<file path="src/rtl/common.sv">
// Shared data-bus types: access size, byte strobes, and the request/response
// structures used between the memory stage and the data bus.
package common;

  typedef logic [63:0] word_t;
  typedef logic [63:0] addr_t;
  typedef logic [7:0]  strobe_t;

  typedef enum logic [1:0] {
    MSIZE1 = 2'd0,
    MSIZE2 = 2'd1,
    MSIZE4 = 2'd2,
    MSIZE8 = 2'd3
  } msize_t;

  typedef struct packed {
    logic    valid;
    addr_t   addr;
    msize_t  size;
    strobe_t strobe;
    word_t   data;
  } dbus_req_t;

  typedef struct packed {
    logic  addr_ok;
    logic  data_ok;
    word_t data;
  } dbus_resp_t;

  // Low address bits that must be zero for a naturally aligned access.
  function automatic logic [2:0] size_mask(msize_t s);
    case (s)
      MSIZE1:  return 3'b000;
      MSIZE2:  return 3'b001;
      MSIZE4:  return 3'b011;
      default: return 3'b111;
    endcase
  endfunction

endpackage

</file>
<file path="src/rtl/pipes.sv">
// Pipeline register payloads around the memory stage and the memory-stage
// FSM state encoding.
package pipes;
  import common::*;

  typedef struct packed {
    logic        valid;
    word_t       pc;
    logic [31:0] raw_instr;
    logic [4:0]  dst;
    logic        regwrite;
    logic        memtoreg;
    logic        memread;
    logic        memwrite;
    word_t       aluout;
    word_t       writedata;
    msize_t      msize;
    logic        mem_unsigned;
  } execute_data_t;

  typedef struct packed {
    logic        valid;
    word_t       pc;
    logic [31:0] raw_instr;
    logic [4:0]  dst;
    logic        regwrite;
    logic        memtoreg;
    word_t       aluout;
    word_t       memdata;
    logic        misalign;
  } memory_data_t;

  typedef enum logic [1:0] {
    IDLE = 2'd0,
    REQ  = 2'd1,
    WAIT = 2'd2,
    DONE = 2'd3
  } mstate_t;

endpackage

</file>
<file path="src/rtl/mem_align.sv">
// Byte-lane steering for the data bus: store strobe/data placement and
// load data alignment with zero/sign extension. Purely combinational.
module mem_align
  import common::*;
(
  input  msize_t      msize,
  input  logic        mem_unsigned,
  input  logic [2:0]  off,
  input  word_t       writedata,
  input  word_t       rdata,
  output strobe_t     strobe,
  output word_t       wdata,
  output word_t       rdata_ext
);

  logic [5:0] bit_off;
  word_t      raw;

  // Strobe pattern for an access at byte offset zero.
  function automatic strobe_t base_strobe(msize_t s);
    case (s)
      MSIZE1:  return 8'h01;
      MSIZE2:  return 8'h03;
      MSIZE4:  return 8'h0F;
      default: return 8'hFF;
    endcase
  endfunction

  // Truncate the shifted-down load data to the access size and extend.
  function automatic word_t extend(word_t r, msize_t s, logic uns);
    logic signed [7:0]  b;
    logic signed [15:0] h;
    logic signed [31:0] w;
    logic signed [63:0] sx;
    word_t              res;
    b = r[7:0];
    h = r[15:0];
    w = r[31:0];
    case (s)
      MSIZE1: begin
        sx  = 64'(b);
        res = uns ? 64'(r[7:0]) : word_t'(sx);
      end
      MSIZE2: begin
        sx  = 64'(h);
        res = uns ? 64'(r[15:0]) : word_t'(sx);
      end
      MSIZE4: begin
        sx  = 64'(w);
        res = uns ? 64'(r[31:0]) : word_t'(sx);
      end
      default: res = r;
    endcase
    return res;
  endfunction

  assign bit_off   = {off, 3'b000};
  assign raw       = rdata >> bit_off;
  assign strobe    = base_strobe(msize) << off;
  assign wdata     = writedata << bit_off;
  assign rdata_ext = extend(raw, msize, mem_unsigned);

endmodule

</file>
<file path="src/rtl/mem_access.sv">
// Memory stage: issues load/store requests on the data bus, holds the
// pipeline until the access completes and hands the result to writeback.
// Non-memory instructions pass straight through in the same cycle.
module mem_access
  import common::*;
  import pipes::*;
#(
  parameter bit ALIGN_CHECK = 1'b1,
  parameter int WORD_BYTES  = 8
) (
  input  logic          clk,
  input  logic          resetn,
  input  execute_data_t dataE,
  input  logic          flushM,
  output dbus_req_t     dreq,
  input  dbus_resp_t    dresp,
  output memory_data_t  dataM,
  output logic          stallM,
  output word_t         memdata_fwd
);

  mstate_t                         state, state_nxt;
  logic                            dropped, dropped_nxt;
  word_t                           memdata_p1, memdata_nxt;
  logic [$clog2(WORD_BYTES)-1:0]   off;
  logic                            mem_any;
  logic                            misalign;
  logic                            mem_op;
  strobe_t                         st_strobe;
  word_t                           st_wdata;
  word_t                           ld_data;
  word_t                           capture;
  logic                            req_on;

  assign off      = dataE.aluout[2:0];
  assign mem_any  = dataE.valid & (dataE.memread | dataE.memwrite);
  assign misalign = ALIGN_CHECK & mem_any & (|(dataE.aluout[2:0] & size_mask(dataE.msize)));
  assign mem_op   = mem_any & ~misalign;
  // Stores have no load result; keep the result register clean for them.
  assign capture  = dataE.memread ? ld_data : '0;

  mem_align u_align (
    .msize        (dataE.msize),
    .mem_unsigned (dataE.mem_unsigned),
    .off          (off),
    .writedata    (dataE.writedata),
    .rdata        (dresp.data),
    .strobe       (st_strobe),
    .wdata        (st_wdata),
    .rdata_ext    (ld_data)
  );

  // State, flush-drop flag and load result register.
  always_ff @(posedge clk or negedge resetn) begin
    if (!resetn) begin
      state      <= IDLE;
      dropped    <= 1'b0;
      memdata_p1 <= '0;
    end else begin
      state      <= state_nxt;
      dropped    <= dropped_nxt;
      memdata_p1 <= memdata_nxt;
    end
  end

  // Next state, bus request, stall and writeback payload.
  always_comb begin
    state_nxt   = state;
    dropped_nxt = dropped;
    memdata_nxt = memdata_p1;
    req_on      = 1'b0;
    stallM      = 1'b0;
    memdata_fwd = '0;

    dataM.valid     = dataE.valid & ~flushM;
    dataM.pc        = dataE.pc;
    dataM.raw_instr = dataE.raw_instr;
    dataM.dst       = dataE.dst;
    dataM.regwrite  = dataE.regwrite & ~misalign;
    dataM.memtoreg  = dataE.memtoreg;
    dataM.aluout    = dataE.aluout;
    dataM.memdata   = '0;
    dataM.misalign  = misalign;

    case (state)
      IDLE: begin
        if (mem_op) begin
          req_on      = 1'b1;
          stallM      = 1'b1;
          dataM.valid = 1'b0;
          dropped_nxt = flushM;
          if (dresp.addr_ok && dresp.data_ok) begin
            state_nxt   = DONE;
            memdata_nxt = capture;
          end else if (dresp.addr_ok) begin
            state_nxt = WAIT;
          end else begin
            state_nxt = REQ;
          end
        end
      end
      REQ: begin
        req_on      = 1'b1;
        stallM      = 1'b1;
        dataM.valid = 1'b0;
        if (flushM) dropped_nxt = 1'b1;
        if (dresp.addr_ok && dresp.data_ok) begin
          state_nxt   = DONE;
          memdata_nxt = capture;
        end else if (dresp.addr_ok) begin
          state_nxt = WAIT;
        end
      end
      WAIT: begin
        stallM      = 1'b1;
        dataM.valid = 1'b0;
        if (flushM) dropped_nxt = 1'b1;
        if (dresp.data_ok) begin
          state_nxt   = DONE;
          memdata_nxt = capture;
        end
      end
      DONE: begin
        dataM.valid   = dataE.valid & ~dropped & ~flushM;
        dataM.memdata = memdata_p1;
        memdata_fwd   = memdata_p1;
        dropped_nxt   = 1'b0;
        state_nxt     = IDLE;
      end
      default: state_nxt = IDLE;
    endcase

    dreq = '0;
    if (req_on) begin
      dreq.valid  = 1'b1;
      dreq.addr   = dataE.aluout;
      dreq.size   = dataE.msize;
      dreq.strobe = dataE.memwrite ? st_strobe : '0;
      dreq.data   = dataE.memwrite ? st_wdata : '0;
    end

    // The request and stall must drop the moment reset asserts, even while
    // the upstream register still holds a memory instruction.
    if (!resetn) begin
      dreq        = '0;
      stallM      = 1'b0;
      dataM.valid = 1'b0;
    end
  end

endmodule
</file>
<file path="config.mk">
export PLATFORM = sky130hd
export DESIGN_NAME = mem_access
export DESIGN_NICKNAME = d
export VERILOG_FILES = /design/src/rtl/common.sv /design/src/rtl/pipes.sv /design/src/rtl/mem_align.sv /design/src/rtl/mem_access.sv
export SDC_FILE = /design/constraint.sdc
export NUM_CORES = 1
export LEC_CHECK = 0
export CAP_MARGIN = 20
export CORE_AREA = 2 2 286 288
export CTS_CLUSTER_SIZE = 10
export DETAILED_ROUTE_END_ITERATION = 6
export DIE_AREA = 0 0 288 290
export GPL_ROUTABILITY_DRIVEN = 0
export MAX_ROUTING_LAYER = met4
export PLACE_DENSITY_LB_ADDON = 0.08
export SLEW_MARGIN = 15
export SYNTH_ARGS = -nofsm -noshare
export SYNTH_HDL_FRONTEND = slang
export SYNTH_SLANG_ARGS = --single-unit
</file>
<file path="constraint.sdc">
create_clock -name clk -period 4.4 [get_ports clk]
set_clock_uncertainty 0.15 [all_clocks]
set_input_delay 0.44 -clock clk [delete_from_list [all_inputs] [get_ports clk]]
set_output_delay 0.44 -clock clk [all_outputs]
set_load 0.01 [all_outputs]
</file>
==> results of run 1 <==
==> layer usage <==
| layer | wire, um | global-route usage, % | vias to the layer above |
|---|---|---|---|
| met5 | 0 | - | - |
| met4 | 1500 | 4.52 | 0 |
| met3 | 2890 | 2.29 | 79 |
| met2 | 32700 | 26.3 | 423 |
| met1 | 25700 | 17.6 | 4961 |
| li1 | - | - | 4574 |
==> cells in the mapped netlist (4+ instances only) <==
| cell | number | area, um^2 |
|---|---|---|
| buf_4 | 239 | 1790 |
| and2_1 | 137 | 857 |
| nand2_1 | 105 | 394 |
| mux2i_1 | 90 | 901 |
| o21ai_0 | 68 | 340 |
| dfrtp_1 | 67 | 1680 |
| nor2_1 | 61 | 229 |
| a21oi_1 | 52 | 260 |
| clkbuf_1 | 46 | 173 |
| mux4_2 | 44 | 991 |
| a31oi_1 | 36 | 225 |
| a22oi_1 | 29 | 218 |
| buf_2 | 29 | 145 |
| mux2_2 | 23 | 259 |
| nor2b_1 | 21 | 131 |
| a21oi_2 | 20 | 175 |
| o21a_1 | 17 | 128 |
| a22oi_2 | 10 | 125 |
| buf_6 | 9 | 101 |
| buf_1 | 8 | 30.0 |
| inv_1 | 8 | 30.0 |
| o2bb2ai_1 | 8 | 70.1 |
| o31ai_1 | 8 | 60.1 |
| o221a_2 | 7 | 78.8 |
| o221ai_1 | 6 | 52.6 |
| a21o_1 | 5 | 37.5 |
| ha_1 | 5 | 62.6 |
| nor3b_1 | 5 | 37.5 |
| or2_2 | 5 | 31.3 |
| a22o_1 | 4 | 35.0 |
| nand2b_1 | 4 | 25.0 |
| nor3_1 | 4 | 20.0 |
| nor3b_2 | 4 | 50.1 |
==> critical path: stages <==
cell and delay [ns]:
clkdlybuf4s50_1 0.49, a21o_4 0.26, a2111oi_4 0.38, o21a_4 0.21, nand2_2 0.43, buf_4 0.37
nor2_1 0.13, clkdlybuf4s50_1 0.57
==> per-stage QoR <==
stage	util, %	hold WS (ns)	cell area, um^2
after detailed placement	18.6	0.150	14900
final	18.9	0.303	15200
after global routing	18.9	0.333	15200
after global placement	18.6	0.148	14900
after floorplan	-	-0.00559	10100
after CTS	18.9	0.298	15200
==> area by class of cell <==
| class | instances | share of cell area (%) |
|---|---|---|
| sequential | 67 | 11.0 |
| multi-input combinational | 811 | 40.8 |
| inverter | 9 | 0.231 |
| clock buffer | 11 | 1.60 |
| tap | 1060 | 8.74 |
| antenna | 4 | 0.0659 |
| timing repair buffer | 570 | 37.3 |
| clock inverter | 4 | 0.173 |
==> cells by family after synthesis <==
family          count (synthesis)
fa+ha+maj                       5
compound gates                293
flops                          67
simple gates                  355
buf+inv                       343
mux                           158
==> report_power, final <==
group	internal (mW)	switching, mW	leakage, nW	total, mW
Sequential	0.834	0.148	0.874	0.982
Clock	0.395	0.338	0.132	0.733
Combinational	1.50	1.76	4.36	3.26
Total	2.73	2.24	5.37	4.97
==> placed cells by master, fill, tap and decap left out, types with 5 or more instances in the layout <==
| master | synthesis | layout |
|---|---|---|
| a22oi_2 | 10 | 10 |
| nand2_1 | 105 | 105 |
| clkdlybuf4s50_1 | 0 | 526 |
| nor3b_1 | 5 | 5 |
| or2_2 | 5 | 5 |
| o31ai_1 | 8 | 8 |
| inv_1 | 8 | 7 |
| a21o_1 | 5 | 5 |
| buf_12 | 0 | 5 |
| a21oi_2 | 20 | 20 |
| a22oi_1 | 29 | 29 |
| clkbuf_16 | 0 | 9 |
| nor2_1 | 61 | 61 |
| a21oi_1 | 52 | 52 |
| o21ai_0 | 68 | 68 |
| dfrtp_1 | 67 | 67 |
| mux4_2 | 44 | 44 |
| and2_1 | 137 | 137 |
| o221a_2 | 7 | 7 |
| nor2b_1 | 21 | 20 |
| a31oi_1 | 36 | 35 |
| o221ai_1 | 6 | 6 |
| o2bb2ai_1 | 8 | 8 |
| buf_4 | 239 | 35 |
| o21a_1 | 17 | 17 |
| mux2i_1 | 90 | 90 |
| mux2_2 | 23 | 23 |
==> final timing paths <==
check,to,slack [ns],cells past startpoint
worst max-delay path,dreq[50],0.51,8
worst min-delay path,dropped$_DFFE_PN0P_,0.30,2
worst max register to register,memdata_p1[39]$_DFFE_PN0P_,1.69,8
worst min register to register,memdata_p1[0]$_DFFE_PN0P_,0.32,2
max in group asynchronous,memdata_p1[19]$_DFFE_PN0P_,2.61,3
min in group clk,memdata_p1[0]$_DFFE_PN0P_,0.32,2
==> state kept, by name (all words and copies together), names as in the netlist <==
name        flops
state           2
memdata_p1     64
dropped         1
==> impl_metrics.tcl, run 1 <==
set metrics [dict create \
    drive_above_1_share_pct 13.0 \
    wl_per_cell_um 24.8 \
    antenna_found_initial 5 \
    drv_slew 0 \
    htreeDepth 3 \
    power_leakage_nw 5.37 \
    grt_max_degree 61 \
    rsz0062_at_grt "false" \
    critPathKind "in2out" \
    avgSynthCellArea_um2 8.30 \
    numCtsBuffers 9 \
    max_freq_mhz 257 \
    io_buffers 538 \
    period_minus_slack_ns 3.89 \
    die_h_um 290 \
    die_area_mm2 0.0835 \
    peakVddDrop_uv 151 \
    die_w_um 288 \
    cp.arrival_ns 3.30 \
    grt_pass1_vias 10600 \
    clkTransAtPathRegs_ns 0.06 \
    post-place-ws_ns 0.438 \
    ctsHoldBuffers 1 \
    cts_sinks 67 \
    dp_cells 2516 \
    initial_core_util_pct 12.6 \
    synth_fa_ha_area_share_pct 0.617 \
    track_usage_pct 15.0 \
    fillers 9016 \
    viasPerCell 3.96 \
    setup_violations 0 \
    crit_required_ns 3.81 \
    final_nets 1779 \
    multi_input_area_mm2 0.00620 \
    dp_hpwl_mm 50.6 \
    ys.flop_type "dfrtp_1" \
    cap_violations 0 \
    synth-seq-cells 67 \
    synth.yosys.seq_area_share_pct 16.5 \
    setup_tns_ns 0 \
    seqCellArea_mm2 0.00168 \
    final_cells 2536 \
    critPathLaunchType "input pin" \
    syn_inst 1221 \
    ys_warn_count 0 \
    cts_resized 0 \
    grt_pass1_wl_mm 86.4 \
    drc 0 \
    power_density_mw_per_mm2 328 \
    max_slew_margin_pct 36.4 \
    wirelength_mm 62.8 \
    status "finished, final reports clean" \
    tightest_slew_ns 0.947 \
    worstReg2RegStart "state[0]$_DFFE_PN0P_" \
    post-cts-setup-buffer-count 0 \
    overflow 0 \
    drtAntennaViolNets 0 \
    synth-simple-area-share_pct 18.3 \
    crit_start "dataE[2]" \
    async_flop_share_pct 100 \
    num_io_pins 743 \
    synth-edff-count 0 \
    hold_viol 0 \
    cts_tree "built" \
    drt-pass1-iter-count 5 \
    synth_xor_area_share_pct 0 \
    fin_ws_ns 0.511 \
    synth_top_family_by_area "buffers and inverters" \
    netlist_area_mm2 0.0101 \
    cts.path.max_buffers 2 \
    power_mw 4.97 \
    synth_compound_area_share_pct 20.6 \
    ys_types 58 \
    area_growth_pct 49.7 \
    drt_iter0_markers 420 \
    critical_path_peak_fanout 35 \
    period_share_pct 88.4 \
    via_count 10000 \
    root_buffer "clkbuf_16" \
    rows 104 \
    hold_class "in2async" \
    syn_nets 1532 \
    synth_mux_area_share_pct 21.3 \
    clk_latency_ns 0.36 \
    coreArea_mm2 0.0802 \
    crit_path_end_kind "primary output" \
]
No activity file was read; power rests on OpenSTA's default activity.
==> run 2: changes to the inputs <==
==> constraint.sdc (replaced) <==
create_clock -name clk -period 4.7 [get_ports clk]
set_clock_uncertainty 0.15 [all_clocks]
set_input_delay 0.47 -clock clk [delete_from_list [all_inputs] [get_ports clk]]
set_output_delay 0.47 -clock clk [all_outputs]
set_load 0.01 [all_outputs]
==> run 2 against run 1 <==
Final area barely moved. Non-clock buffer count did not move. Global-route usage barely moved. Setup slack better by 0.084 ns. Core utilization is essentially flat. Clock-buffer cell count rose by 2. Register-to-register slack improved by 0.14 ns. Worst hold slack gained 0.0092 ns.
==> impl_metrics.tcl, run 2 (synthesized netlist as in run 1, its figures left out) <==
set metrics [dict create \
    status "finished, final reports clean" \
    final_nets 1779 \
    power_leakage_nw 5.36 \
    mostFrequentLayoutCells "clkdlybuf4s50_1, and2_1, nand2_1" \
    slowest_stage "clkdlybuf4s50_1" \
    drive_above_1_share_pct 13.0 \
    cap_violations 0 \
    die_area_mm2 0.0835 \
    overflow 0 \
    max_slew_margin_pct 26.4 \
    drv_slew 0 \
    r2r_slack_ns 1.83 \
    reg2reg_to "memdata_p1[12]$_DFFE_PN0P_" \
    track_usage_pct 15.0 \
    final_common_cell "clkdlybuf4s50_1" \
    fillers 9048 \
    cts.path.max_buffers 2 \
    crit_path_end_kind "primary output" \
    drc 0 \
    hold_class "reg2reg" \
    clkTransAtPathRegs_ns 0.07 \
    cts_tree "built" \
    critPathKind "in2out" \
    setup_tns_ns 0 \
    final_cells 2538 \
    initial_core_util_pct 12.6 \
    crit_path_end "dreq[24]" \
    clk_latency_ns 0.36 \
    grt_pass1_wl_mm 86.3 \
    die_w_um 288 \
    drt_iter0_markers 485 \
    crit_required_ns 4.08 \
    io_buffers 538 \
    viasPerCell 3.92 \
    area_growth_pct 49.8 \
    largest_reg_flops 64 \
    dp_cells 2516 \
    largest_register "memdata_p1" \
    dp_hpwl_mm 50.8 \
    cp.arrival_ns 3.49 \
    wl_per_cell_um 24.7 \
    ctsHoldBuffers 1 \
    path_cells "clkdlybuf4s50_1 > o21ai_1 > a2111oi_4 > o21a_4 > buf_4 > nand3_4 > buf_4 > nor2b_1 > clkdlybuf4s50_1" \
    reg2reg_depth 8 \
    top_regs "memdata_p1: 64 flops, state: 2 flops, dropped: 1 flops" \
    htreeDepth 3 \
    drt-pass1-iter-count 5 \
    period_share_pct 87.3 \
    period_minus_slack_ns 4.11 \
    num_io_pins 743 \
    root_buffer "clkbuf_16" \
    cp.depth 9 \
    via_count 9960 \
    critPathMaxStageDelay_ns 0.66 \
    post-cts-setup-buffer-count 0 \
    die_h_um 290 \
    power_density_mw_per_mm2 307 \
    numCtsBuffers 9 \
    cts_sinks 67 \
    critPathLaunchType "input pin" \
    rows 104 \
    setup_violations 0 \
    critPathBufInv 4 \
    grt_pass1_vias 10600 \
    crit_start "dataE[131]" \
    grt_max_degree 59 \
    critical_path_peak_fanout 36 \
    max_freq_mhz 244 \
    drtAntennaViolNets 0 \
    crit_family "buffers and inverters" \
    coreArea_mm2 0.0802 \
    hold_viol 0 \
    worstReg2RegStart "state[0]$_DFFE_PN0P_" \
    cts_resized 0 \
    wirelength_mm 62.6 \
    peakVddDrop_uv 176 \
    tightest_slew_ns 1.10 \
    rsz0062_at_grt "false" \
    antenna_found_initial 7 \
]
[run 2: changes by cell type in the layout (fill, tap and decap cells not counted), sizes merged]
| cell | previous run | this run |
|---|---|---|
| clkinv | 4 | 3 |
| inv | 8 | 7 |
| clkinvlp | 1 | 2 |
| clkbuf | 11 | 13 |
| diode | 4 | 5 |
[run 2: final cells by class]
class                   count  area, um^2  share of cell area, %
clock inverters             3        23.8                  0.157
diodes                      5        12.5                 0.0824
inverters                   9        35.0                  0.231
clock buffers              13         250                   1.65
well taps                1060        1330                   8.73
multi-input cells         811        6200                   40.8
repair buffers            570        5670                   37.3
flip-flops and latches     67        1680                   11.0
[run 2: worst min-delay path by stage]
stage / startpoint / endpoint / depth (start not counted)
3_3_place_gp: resetn / dropped$_DFFE_PN0P_ / 1
4_1_cts: memdata_p1[7]$_DFFE_PN0P_ / memdata_p1[7]$_DFFE_PN0P_ / 2
3_5_place_dp: resetn / dropped$_DFFE_PN0P_ / 1
2_1_floorplan: resetn / dropped$_DFFE_PN0P_ / 0
6_report: memdata_p1[7]$_DFFE_PN0P_ / memdata_p1[7]$_DFFE_PN0P_ / 2
5_1_grt: memdata_p1[7]$_DFFE_PN0P_ / memdata_p1[7]$_DFFE_PN0P_ / 2
[run 2: power by group]
group / leakage (nW) / switching, mW / internal [mW] / total [mW]
logic: 4.36 / 1.65 / 1.41 / 3.06
registers: 0.874 / 0.141 / 0.781 / 0.922
clock network: 0.126 / 0.306 / 0.374 / 0.680
[run 2: layer usage]
| layer | wire length, um | track usage [%] | vias up | share of wire [%] |
|---|---|---|---|---|
| met5 | 0 | - | - | 0 |
| met4 | 1260 | 3.97 | 0 | 2.0 |
| met3 | 2770 | 2.54 | 75 | 4.4 |
| met2 | 32600 | 26.3 | 377 | 52 |
| met1 | 26000 | 17.5 | 4929 | 42 |
| li1 | - | - | 4579 | - |
[run 2: metrics by stage]
| stage | power (mW) | hold slack, ns | setup WS (ns) | cell area [um^2] | util (%) |
|---|---|---|---|---|---|
| 2_1_floorplan | 2.72 | 0.0244 | 2.06 | 10100 | - |
| 3_3_place_gp | 4.11 | 0.286 | 0.575 | 14900 | 18.6 |
| 3_5_place_dp | 4.09 | 0.283 | 0.494 | 14900 | 18.6 |
| 4_1_cts | 4.81 | 0.323 | 0.495 | 15200 | 18.9 |
| 5_1_grt | 5.02 | 0.343 | 0.341 | 15200 | 18.9 |
| 6_report | 4.66 | 0.312 | 0.595 | 15200 | 18.9 |
[run 2: worst reg2reg max path, delay by kind of cell, from the launching register on]
kind                     cells  cell delay [ns]
AO/OA/AOI/OAI                3             0.93
adder cells (fa/ha/maj)      1             0.21
buffers and inverters        2             0.45
flip-flops                   1             0.43
AND/OR/NAND/NOR              2             0.58
